### config.mk
export PLATFORM = sky130hd
export DESIGN_NAME = audio_receiver
export DESIGN_NICKNAME = d
export VERILOG_FILES = /design/src/rtl/audio_receiver.sv
export SDC_FILE = /design/constraint.sdc
export NUM_CORES = 1
export LEC_CHECK = 0
export BUFFER_PORTS_ARGS = -buffer_cell sky130_fd_sc_hd__buf_2
export CORE_UTILIZATION = 54
export DETAILED_ROUTE_END_ITERATION = 10
export PLACE_DENSITY = 0.82
export SLEW_MARGIN = 20
export SYNTH_ARGS = -nofsm -noshare
export SYNTH_HDL_FRONTEND = slang
export SYNTH_SLANG_ARGS = --single-unit
### constraint.sdc
create_clock -name clk -period 2.2 [get_ports clk]
set_input_delay 0.55 -clock clk [delete_from_list [all_inputs] [get_ports clk]]
set_output_delay 0.55 -clock clk [all_outputs]
set_load 0.005 [all_outputs]
### src/rtl/audio_receiver.sv
// audio_receiver: serial codec ADC front end.
// Generates the codec clocks from a free-running 9-bit counter, synchronizes
// and deserializes adc_sdout into 16-bit left/right pairs, and presents each
// complete frame through a valid/ready handshake with a sticky overrun flag.
// Optional feature macro: PEAK_METER_EN (peak magnitude meter on peak_level).
//
// Ports:
//   clk, rst (async, active-low)   100 MHz clock and reset
//   adc_sdout                      serial data from codec (async to clk)
//   adc_mclk / adc_lrck / adc_sck  codec master, word-select and serial clocks
//   sample_left / sample_right     last accepted pair, two's complement
//   out_valid / out_ready          pair handshake
//   overrun / overrun_clr          sticky dropped-frame flag and its clear
//   peak_level / peak_clr          peak magnitude and restart (PEAK_METER_EN)
module audio_receiver (
   input  logic        clk,
   input  logic        rst,
   input  logic        adc_sdout,
   output logic        adc_mclk,
   output logic        adc_lrck,
   output logic        adc_sck,
   output logic [15:0] sample_left,
   output logic [15:0] sample_right,
   output logic        out_valid,
   input  logic        out_ready,
   output logic        overrun,
   input  logic        overrun_clr,
   output logic [15:0] peak_level,
   input  logic        peak_clr
);

   localparam int unsigned CNT_W    = 9;
   localparam int unsigned SAMPLE_W = 16;
   localparam int unsigned FRAME_W  = 2 * SAMPLE_W;
   localparam int unsigned SHIFT_W  = FRAME_W - 1;
   localparam logic [3:0]  SAMPLE_PHASE = 4'd9;

   logic [CNT_W-1:0]    r_cnt;
   logic                r_sync1;
   logic                r_sync2;
   logic [SHIFT_W-1:0]  r_shift;
   logic                r_primed;
   logic [SAMPLE_W-1:0] r_left;
   logic [SAMPLE_W-1:0] r_right;
   logic                r_valid;
   logic                r_overrun;

   logic                w_sample;
   logic                w_done;
   logic [FRAME_W-1:0]  w_frame;
   logic                w_load;
   logic                w_drop;
   logic                w_valid_nxt;

   assign adc_mclk     = r_cnt[1];
   assign adc_lrck     = r_cnt[8];
   assign adc_sck      = 1'b1;
   assign sample_left  = r_left;
   assign sample_right = r_right;
   assign out_valid    = r_valid;
   assign overrun      = r_overrun;

   // Slot sampling strobe; slot 0 carries the last bit of the frame.
   always_comb begin
      w_sample    = (r_cnt[3:0] == SAMPLE_PHASE);
      w_done      = w_sample && (r_cnt[8:4] == 5'd0);
      // 31 stored bits plus the bit arriving now form {left, right}.
      w_frame     = {r_shift, r_sync2};
      w_load      = w_done && r_primed && (!r_valid || out_ready);
      w_drop      = w_done && r_primed && r_valid && !out_ready;
      w_valid_nxt = w_load || (r_valid && !out_ready);
   end

   // Counter, synchronizer and deserializer (independent of the handshake).
   always_ff @(posedge clk or negedge rst) begin
      if (!rst) begin
         r_cnt    <= '0;
         r_sync1  <= 1'b0;
         r_sync2  <= 1'b0;
         r_shift  <= '0;
         r_primed <= 1'b0;
      end else begin
         r_cnt   <= r_cnt + CNT_W'(1);
         r_sync1 <= adc_sdout;
         r_sync2 <= r_sync1;
         if (w_sample) begin
            r_shift <= w_frame[SHIFT_W-1:0];
         end
         // The first completion after reset only marks the start of whole frames.
         if (w_done) begin
            r_primed <= 1'b1;
         end
      end
   end

   // Output pair, handshake and overrun flag; a set event beats the clear.
   always_ff @(posedge clk or negedge rst) begin
      if (!rst) begin
         r_left    <= '0;
         r_right   <= '0;
         r_valid   <= 1'b0;
         r_overrun <= 1'b0;
      end else begin
         if (w_load) begin
            r_left  <= w_frame[FRAME_W-1:SAMPLE_W];
            r_right <= w_frame[SAMPLE_W-1:0];
         end
         r_valid   <= w_valid_nxt;
         r_overrun <= w_drop || (r_overrun && !overrun_clr);
      end
   end

`ifdef PEAK_METER_EN
   logic [SAMPLE_W-1:0] r_peak;
   logic [SAMPLE_W-1:0] w_abs_l;
   logic [SAMPLE_W-1:0] w_abs_r;
   logic [SAMPLE_W-1:0] w_peak_base;
   logic [SAMPLE_W-1:0] w_peak_new;

   // Saturating magnitude: -32768 maps to 32767.
   function automatic logic [SAMPLE_W-1:0] f_abs(input logic [SAMPLE_W-1:0] x);
      logic [SAMPLE_W-1:0] neg;
      neg = SAMPLE_W'(~x + SAMPLE_W'(1));
      if (!x[SAMPLE_W-1]) begin
         return x;
      end else if (x == {1'b1, {(SAMPLE_W-1){1'b0}}}) begin
         return {1'b0, {(SAMPLE_W-1){1'b1}}};
      end else begin
         return neg;
      end
   endfunction

   // A clear in the same cycle as a load restarts from the new pair alone.
   always_comb begin
      w_abs_l     = f_abs(w_frame[FRAME_W-1:SAMPLE_W]);
      w_abs_r     = f_abs(w_frame[SAMPLE_W-1:0]);
      w_peak_base = peak_clr ? '0 : r_peak;
      w_peak_new  = w_peak_base;
      if (w_abs_l > w_peak_new) begin
         w_peak_new = w_abs_l;
      end
      if (w_abs_r > w_peak_new) begin
         w_peak_new = w_abs_r;
      end
   end

   always_ff @(posedge clk or negedge rst) begin
      if (!rst) begin
         r_peak <= '0;
      end else if (w_load) begin
         r_peak <= w_peak_new;
      end else if (peak_clr) begin
         r_peak <= '0;
      end
   end

   assign peak_level = r_peak;
`else
   logic w_unused_peak_clr;
   assign w_unused_peak_clr = peak_clr;
   assign peak_level        = '0;
`endif

endmodule

# Word level (Yosys, flattened, before mapping)
# Index checks and enable logic that the tools add are counted.
[classes]
n_addsub = 1
n_eq_ne = 1
reduce_logical = 14
[op_table]
columns = ["cell", "count"]
rows = [
  ["$add A9 B1 Y9 const B", 1],
  ["$logic_and A1 B1 Y1", 7],
  ["$logic_not A5 Y1", 1],
  ["$eq A4 B4 Y1 const B", 1],
  ["$logic_not A1 Y1", 3],
  ["$logic_or A1 B1 Y1", 3],
]
[totals]
reg_bits = 77
in_bits = 6
out_inout_bits = 53

# Longest topological paths before layout
# Gate-level depths: netlist of the first run.
[depth]
word_depth = 6
depth_mapped = 6
ltp_nobuf = 5

# Worst setup path after synthesis of the first run
# OpenSTA, ideal clock, no wires.
[synth_path]
path_type = "reg2reg"
start = "register r_cnt[1]"
end = "register r_shift[10]"
setup_time_ps = 125
arrival_time_ps = 1573
required_ps = 2075
setup_slack_ps = 502
path_stages_with_launch = 7
path_cell_list = "dfrtp_1 > inv_1 > ha_1 > nand2_1 > nor2_2 > buf_2 > mux2_2"
[synth_via]
elab_chain_len = 1
[synth_lines]
columns = ["item", "line_no", "source"]
rows = [
  ["from (decl)", "38", "logic [CNT_W-1:0] r_cnt;"],
  ["from (signal assigned)", "83", "r_cnt <= r_cnt + CNT_W'(1);"],
  ["$eq A4 B4 Y1", "65", "w_sample = (r_cnt[3:0] == SAMPLE_PHASE);"],
  ["to (signal assigned)", "87", "r_shift <= w_frame[SHIFT_W-1:0];"],
  ["to (decl)", "41", "logic [SHIFT_W-1:0] r_shift;"],
]
# Every way passes these cells.
# A chain may end at the register's enable or synchronous reset.

# Worst setup path after layout of the first run
[layout_path]
start = "register r_cnt[7]"
end = "register r_left[6], in the netlist sample_left[6]"
[layout_via]
elab_chain_len = 4
[layout_lines]
columns = ["item", "line_no", "source"]
rows = [
  ["$logic_not A5 Y1", "66", "w_done = w_sample && (r_cnt[8:4] == 5'd0);"],
  ["$logic_and A1 B1 Y1", "66", ""],
  ["$logic_and A1 B1 Y1 (2 in a row)", "69", "w_load = w_done && r_primed && (!r_valid || out_ready);"],
  ["to (signal assigned)", "105", "r_left <= w_frame[FRAME_W-1:SAMPLE_W];"],
  ["to (decl)", "43", "logic [SAMPLE_W-1:0] r_left;"],
]
# Every way passes these cells.

==> flow_summary.toml, run 1 <==
[die]
io_pins = 59
start_util_pct = 55.9
rows = 27
die_h_um = 77.5
die_area_um2 = 6000
core_um2 = 5510
die_w_um = 77.5

[sta]
setup_ws_ns = 0.294
worst_pin_slew_ns = 0.522
finalSetupViolCount = 0
fmax_mhz = 525
rsz0062_at_grt = "false"
finalCritPeriodShare_pct = 86.6
fin_crit_ns = 1.91
slew_violations = 0
setup_tns_ns = 0
slew_headroom_pct = 64.9
hold_viol_final = 0
hold_ws_ns = 0.176
final.setup_skew_ns = 0.0116

[global_route]
groute.usage.overall_pct = 16.6
grt_max_degree = 40
overflow = 0
grt_pass1_vias = 1623
grt_pass1_wl_mm = 7.50
antenna_found_initial = 0

[route]
drc_errors = 0
drt_pass1_iterations = 4
ant_nets = 0
drtIter0Drc = 84
drt-total-wl_mm = 4.56
wl_per_cell_um = 14.2
vias_per_cell = 5.01
vias = 1602

[clocking]
cts_root_buffer = "clkbuf_8"
clock_path_buffers = 2
post_cts_resized = 0
clk-insertion-delay-late_ns = 0.34
cts.htree.levels = 3
cts_tree = "yes"
post-cts-setup-buffers = 0
cts_buffers = 9
clkSinkCount = 77
holdBufCountCts = 0
cts.reportedPaths.clkPinSlew_ns = 0.07

[final_layout]
synthToLayoutAreaGrowth_pct = 12.5
insertedDiodeCount = 0
multi_input_comb_area_um2 = 1030
fill_cells = 437
utilization_pct = 62.8
final_nets = 253
drive_gt1_share_pct = 50.4
seq_area_um2 = 1930

[worst_setup_path]
cp_slowest_cell = "nor4_4"
cpPeakStageDelay_ns = 0.55
path_class = "flip-flop to flip-flop"
critPathMaxFanout = 16
worstPathArrival_ns = 2.12
rrSetupSlack_ns = 0.29
cp-end-kind = "flip-flop"
r2r_cells = 3
worstPathRequired_ns = 2.42
reg2reg_to = "sample_left[6]"
startpoint_type = "flip-flop"
path_cells = "nor4_4 > nand4_4 > mux2_4"
reg2reg_from = "r_cnt[7]"

[place]
portBuffers = 40
gp_congestion = 0.757
dpl.hpwl_mm = 2.90
post-place-ws_ns = 0.0649

[outcome]
outcome = "complete, no violations"

[yosys]
seq_area_frac_synth_pct = 62.7
synth-seq-cells = 77
synth.largest_area_cell = "dfrtp_1"
syn_inst = 198
syn_area_um2 = 3080
syn_area_per_cell_um2 = 15.5
ys_types = 27
netlist.area_leader.share_pct = 62.7
synth_warnings = 0
synthTopCellsByArea = "dfrtp_1 63%, mux2_2 23%, buf_4 4.1%"

[pwr]
power_density_nw_per_um2 = 680
ir_worst_vdd_v = 0.000290
power_mw = 2.35
power_leakage_nw = 1.87

[flow_run]
drv_cap = 0

[hold_path]
hp-class = "input pin to asynchronous set/reset pin"
==> power breakdown <==
| group | leakage (nW) | internal, mW | switching, mW |
|---|---|---|---|
| combinational | 0.749 | 0.00892 | 0.0340 |
| sequential | 1.04 | 1.42 | 0.00250 |
| clock | 0.0796 | 0.432 | 0.457 |
| total | 1.87 | 1.86 | 0.494 |
==> synthesized netlist by cell type <==
cell type and count:
dfrtp_1 77, mux2_2 62, buf_4 17, nand2_1 5
inv_1 4, xnor2_1 4, nand3_1 3, xor2_1 3
buf_2 2, buf_6 2, conb_1 2, ha_1 2
a21o_2 1, and4_2 1, and4bb_2 1, clkbuf_2 1
clkbuf_8 1, mux2_4 1, nand2b_1 1, nand4_1 1
nand4_4 1, nor2_1 1, nor2_2 1, nor3_1 1
nor4_4 1, o22ai_1 1, or2_2 1
==> registers in the layout, summed over array words and instances (netlist names) <==
| signal | cells |
|---|---|
| r_shift | 31 |
| sample_left | 16 |
| sample_right | 16 |
| r_cnt | 9 |
| out_valid | 1 |
| overrun | 1 |
| r_primed | 1 |
| r_sync1 | 1 |
| r_sync2 | 1 |
==> stage by stage <==
step / instances / cell area, um2
6_report: 320 / 3460
5_1_grt: 320 / 3460
4_1_cts: 319 / 3440
3_5_place_dp: 305 / 3280
3_3_place_gp: 305 / 3280
2_1_floorplan: 213 / 3130
==> kinds of logic after synthesis <==
kind of cell / count (synthesis) / share of synthesized area, %
other cells: 2 / 0.244
simple gates: 18 / 4.31
flops: 77 / 62.7
buf+inv: 27 / 6.31
mux: 63 / 23.2
xor+xnor: 7 / 1.99
fa+ha+maj: 2 / 0.814
compound gates: 2 / 0.488
==> final cells by class <==
class                           count  share of cell area [%]
Tap cell                           72                    2.60
Clock inverter                      1                   0.253
Clock buffer                       13                    4.30
Sequential cell                    77                    55.7
Multi-Input combinational cell    110                    29.8
Inverter                            4                   0.434
Timing Repair Buffer               43                    6.87
==> layout by cell type (no fill, tap or decap), types with 2 or more instances in the layout <==
master	count
nand4_4	2
buf_4	3
xor2_1	3
nand2_1	5
buf_2	39
dfrtp_1	77
ha_1	2
clkbuf_1	3
conb_1	17
inv_1	4
nand3_1	3
mux2_2	62
xnor2_1	4
clkbuf_8	10
==> per-layer routing <==
metal	share of wire, %	global-route usage [%]
met1	48	20.6
met2	47	25.8
met3	4.4	5.18
met4	1.1	9.06
met5	0	0
==> how the worst max path moves through the flow <==
stage / slack, ns / start / depth (start not counted) / to
floorplan: 0.50 / r_cnt[1] / 6 / r_shift[10]
global placement: 0.14 / r_cnt[1] / 5 / sample_left[6]
detailed placement: 0.06 / r_cnt[1] / 5 / sample_left[6]
CTS: 0.06 / r_cnt[1] / 5 / sample_left[6]
global route: 0.20 / r_cnt[1] / 5 / sample_left[6]
finish: 0.29 / r_cnt[7] / 3 / sample_left[6]
==> critical path, delay by kind of cell, from the launching register on <==
kind	cells	cell delay [ns]
mux	1	0.41
flops	1	0.43
simple gates	2	0.95
No activity file was read; power rests on OpenSTA's default activity.
==> run 2, diff against run 1 <==
- ABC_AREA: default -> 1
- CORE_UTILIZATION: 54 -> 55
- PLACE_DENSITY: 0.82 -> 0.83
==> flow_summary.toml, run 2 <==
[yosys]
synth-seq-cells = 77
synthFlopType = "dfrtp_1"
syn_inst = 351
synthTopCellsByCount = "166 x nand2_1, 77 x dfrtp_1, 34 x nand4_1"
netlist.area_leader.share_pct = 60.3
ys_async_sr_fraction_pct = 100
synth.largest_area_cell = "dfrtp_1"
synth_warnings = 0
ys_types = 20
yosysMostFrequentCell = "nand2_1"
seq_area_frac_synth_pct = 60.3
syn_area_per_cell_um2 = 9.10
synthTopCellsByArea = "dfrtp_1 60%, nand2_1 19%, nand4_1 6.7%"
synth-edff-count = 0
syn_area_um2 = 3200

[clocking]
cts_root_buffer = "clkbuf_8"
cts_buffers = 9
post-cts-setup-buffers = 0
clock_path_buffers = 2
cts_tree = "yes"
clkSinkCount = 77
post_cts_resized = 0
cts.reportedPaths.clkPinSlew_ns = 0.08
holdBufCountCts = 0
cts.htree.levels = 3
clk-insertion-delay-late_ns = 0.35

[global_route]
overflow = 0
groute.usage.overall_pct = 22.2
antenna_found_initial = 0
grt_pass1_vias = 2252
grt_pass1_wl_mm = 10.3
grt_max_degree = 47

[place]
portBuffers = 40
gp_congestion = 0.774
post_dp_cell_area_um2 = 3400
placed_cells = 451
dpl.hpwl_mm = 3.86

[route]
drt-total-wl_mm = 6.01
ant_nets = 0
vias = 2376
wl_per_cell_um = 12.9
drtIter0Drc = 268
vias_per_cell = 5.09
drc_errors = 0
drt_pass1_iterations = 4

[worst_setup_path]
crit_start = "r_cnt[1]"
worstPathArrival_ns = 2.02
path_cells = "inv_1 > ha_1 > nand2_1 > nor2_4 > buf_4 > nand4_1 > buf_4 > nand2_1 > nand2_1"
rrSetupSlack_ns = 0.42
crit_path_frequent_cell = "nand2_1"
critPathCapture = "sample_left[2]"
worstPathRequired_ns = 2.44
critPathMaxFanout = 32
r2r_cells = 9
cp_slowest_cell = "dfrtp_1"
cpPeakStageDelay_ns = 0.41
cp-end-kind = "flip-flop"
startpoint_type = "flip-flop"
reg2reg_from = "r_cnt[1]"
reg2reg_to = "sample_left[2]"
path_class = "flip-flop to flip-flop"

[die]
start_util_pct = 57.7
die_w_um = 78.2
rows = 27
core_um2 = 5540
die_area_um2 = 6120
die_h_um = 78.2
io_pins = 59

[final_layout]
largest_register_ffs = 31
synthToLayoutAreaGrowth_pct = 12.8
drive_gt1_share_pct = 17.0
insertedDiodeCount = 0
finalInstanceArea_um2 = 3610
layout_commonest_cell = "nand2_1"
layout_common_cells = "166 x nand2_1, 77 x dfrtp_1, 39 x buf_2"
final_nets = 398
regMostFlops = "r_shift"
finalNonFillerCells = 467

[hold_path]
hp-class = "input pin to asynchronous set/reset pin"

[pwr]
power_leakage_nw = 2.09
power_mw = 2.59
ir_worst_vdd_v = 0.000407
power_density_nw_per_um2 = 719

[sta]
finalSetupViolCount = 0
fin_crit_ns = 1.78
hold_viol_final = 0
fmax_mhz = 563
finalCritPeriodShare_pct = 80.8
worst_pin_slew_ns = 0.642
slew_violations = 0
setup_tns_ns = 0
hold_ws_ns = 0.126
rsz0062_at_grt = "false"
slew_headroom_pct = 57.2
final.setup_skew_ns = 0.00522

[flow_run]
drv_cap = 0

[outcome]
outcome = "complete, no violations"
run 2: changes by cell type in the layout (fill, tap and decap cells not counted), moves of 6 or more:
cell     before  now
buf_4         3    9
inv_1         4   11
mux2_2       62    0
nand2_1       5  166
nand4_1       1   34
nor2_1        1    7
run 2: power breakdown:
part	internal [mW]	total, mW	switching [mW]	leakage (nW)
Clock	0.634	1.13	0.493	0.107
Combinational	0.00798	0.0437	0.0357	0.940
Sequential	1.42	1.42	0.00294	1.04
run 2: per-stage QoR:
stage / worst slack, ns / utilization [%]
2_1_floorplan: 0.804 / -
3_3_place_gp: 0.485 / 61.4
3_5_place_dp: 0.424 / 61.4
4_1_cts: 0.411 / 65.1
5_1_grt: 0.280 / 65.1
6_report: 0.422 / 65.1
run 2: cell type report:
type                    instances  area (um2)
flip-flops and latches         77        1930
clock buffers                  11         131
repair buffers                 49         283
multi-input cells             241        1050
fillers                       468        1930
well taps                      72        90.1
inverters                      12        45.0
clock inverters                 5        75.1
run 2: worst max-delay path, delay by kind of cell (launching register included):
kind,cells,cell delay (ns)
and+or+nand+nor,5,0.48
adders and majority gates,1,0.15
DFF,1,0.41
buffers and inverters,3,0.63
run 2: worst min-delay path by stage:
stage | from | endpoint | slack (ns) | cells past startpoint
finish | rst | sample_left[14] | 0.13 | 1
detailed placement | r_sync1 | r_sync2 | 0.34 | 0
global placement | r_sync1 | r_sync2 | 0.34 | 0
floorplan | rst | out_valid | 0.25 | 0
CTS | rst | sample_left[14] | 0.14 | 1
global route | rst | sample_left[12] | 0.16 | 1
run 2: cells by family after synthesis:
family                     Yosys count  synth area share [%]
AOI/OAI and AO/OA                    5                 0.783
xor gates and xnor gates             4                  1.10
adders and majority gates            2                 0.783
buffers and inverters               48                  8.46
DFF                                 77                  60.3
other                                2                 0.235
and+or+nand+nor                    213                  28.3
run 2: metal layers:
metal  wire length, um  global-route usage (%)  vias up
li1                  -                       -     1155
met1              2760                    28.1     1155
met5                 0                       0        -
met4               128                    12.8        0
met3               211                    3.95       14
met2              2920                    36.0       52
==> run 3, diff against run 2 <==
- CORE_UTILIZATION: 55 -> 49
- PLACE_DENSITY: 0.83 -> 0.78
- clock period: 2.2 -> 1.5 ns (I/O delays scaled with it)
==> flow_summary.toml, run 3 (same netlist as run 2, synthesis figures left out) <==
[outcome]
outcome = "complete, no violations"

[pwr]
power.share.switching_pct = 20.3
power.switching_mw = 0.819
power_leakage_nw = 2.16
power_mw = 4.02
ir_worst_vdd_v = 0.000930
power_density_nw_per_um2 = 1070
power.clock.fraction_pct = 46.4
p_int_mw = 3.20
seqPwrFrac_pct = 51.8
p_comb_share_pct = 1.8

[sta]
slew_violations = 0
fmax_mhz = 682
hold_viol_final = 0
final.setup_skew_ns = 0.00791
finalSetupViolCount = 0
fin_crit_ns = 1.47
rsz0062_at_grt = "true"
finalCritPeriodShare_pct = 97.8
setup_ws_ns = 0.0329

[die]
die_w_um = 82.8
start_util_pct = 50.6
core_um2 = 6310
rows = 29
die_area_um2 = 6850
die_h_um = 82.8
io_pins = 59

[clocking]
cts_root_buffer = "clkbuf_8"
cts.reportedPaths.clkPinSlew_ns = 0.08
cts_buffers = 9
cts.htree.levels = 3
cts_tree = "yes"
clkSinkCount = 77
clock_path_buffers = 2
clk-insertion-delay-late_ns = 0.35

[final_layout]
fill_cells = 560
regMostFlops = "r_shift"
finalNonFillerCells = 480
final_nets = 406
layout_commonest_cell = "nand2_1"
layout_common_cells = "165 x nand2_1, 77 x dfrtp_1, 39 x buf_2"
finalInstanceArea_um2 = 3770
largest_register_ffs = 31
insertedDiodeCount = 0
synthToLayoutAreaGrowth_pct = 18.1
utilization_pct = 59.8
drive_gt1_share_pct = 18.9

[worst_setup_path]
worstPathRequired_ns = 1.74
cp-end-kind = "flip-flop"
path_class = "flip-flop to flip-flop"
rrSetupSlack_ns = 0.03
startpoint_type = "flip-flop"
critPathMaxFanout = 12
worstPathArrival_ns = 1.71

[hold_path]
hp-class = "input pin to flip-flop"

[global_route]
overflow = 0
groute.usage.overall_pct = 20.2
grt_max_degree = 44
antenna_found_initial = 0
grt_pass1_wl_mm = 10.1
grt_pass1_vias = 2211

[place]
post_dp_cell_area_um2 = 3470
gp_congestion = 0.717
post-place-ws_ns = 0.0338
placed_cells = 461
dpl.hpwl_mm = 3.94
portBuffers = 40

[route]
vias_per_cell = 4.98
ant_nets = 0
drt_pass1_iterations = 4
drc_errors = 0
wl_per_cell_um = 12.6
drtIter0Drc = 159
drt-total-wl_mm = 6.06
vias = 2391

[flow_run]
drv_cap = 0
run 3: cell type report:
class | instances | area [um2] | share of cell area [%]
Clock buffer | 10 | 128 | 3.38
Clock inverter | 6 | 111 | 2.95
Inverter | 12 | 45.0 | 1.19
Multi-Input combinational cell | 241 | 1060 | 28.0
Sequential cell | 77 | 1930 | 51.1
Tap cell | 77 | 96.3 | 2.55
Timing Repair Buffer | 57 | 408 | 10.8
run 3: per-stage QoR:
stage / hold slack (ns) / TNS (ns)
6_report: 0.131 / 0
3_3_place_gp: 0.228 / 0
2_1_floorplan: 0.0794 / 0
3_5_place_dp: 0.227 / 0
4_1_cts: 0.121 / 0
5_1_grt: 0.112 / -0.479
run 3: worst max-delay path, stage by stage, from the launching register on:
cell and delay [ns]:
dfrtp_1 0.38, inv_1 0.06, ha_1 0.16, nand2_2 0.07, nor2_4 0.13, nand4_1 0.13, buf_6 0.17, clkbuf_16 0.16
nand2_1 0.06, nand2_1 0.05
run 3: worst paths after layout:
kind / startpoint / to / cells after the start
hold / removal: adc_sdout / r_sync1 / 1
hold reg to reg: r_sync1 / r_sync2 / 0
min in group asynchronous: rst / sample_right[11] / 2
setup reg to reg: r_cnt[1] / sample_left[8] / 9
setup / recovery: r_cnt[1] / sample_left[8] / 9
max in group asynchronous: rst / r_shift[3] / 3
run 3: power by group through the flow:
stage,registers (mW),clock network (mW),logic [mW]
global placement,2.13,0,0.0722
global route,2.09,1.99,0.0896
CTS,2.08,1.90,0.0756
floorplan,2.13,0,0.0453
detailed placement,2.13,0,0.0736
finish,2.09,1.87,0.0722
run 3: what timing repair did:
action / in CTS / in global routing
setup buffers: 0 / 1
hold endpoints to repair: 9 / 0
resized for setup: 0 / 7
hold buffers: 1 / 0
endpoints found under the setup margin: 0 / 29
run 3: layer usage:
metal  share of wire [%]  up-vias  routed length [um]  track usage (%)
li1                    -     1173                   -                -
met1                  47     1151                2850             25.2
met2                  47       58                2850             33.0
met3                 4.6        9                 280             6.92
met4                 1.3        0                  76             6.38
met5                   0        -                   0                0
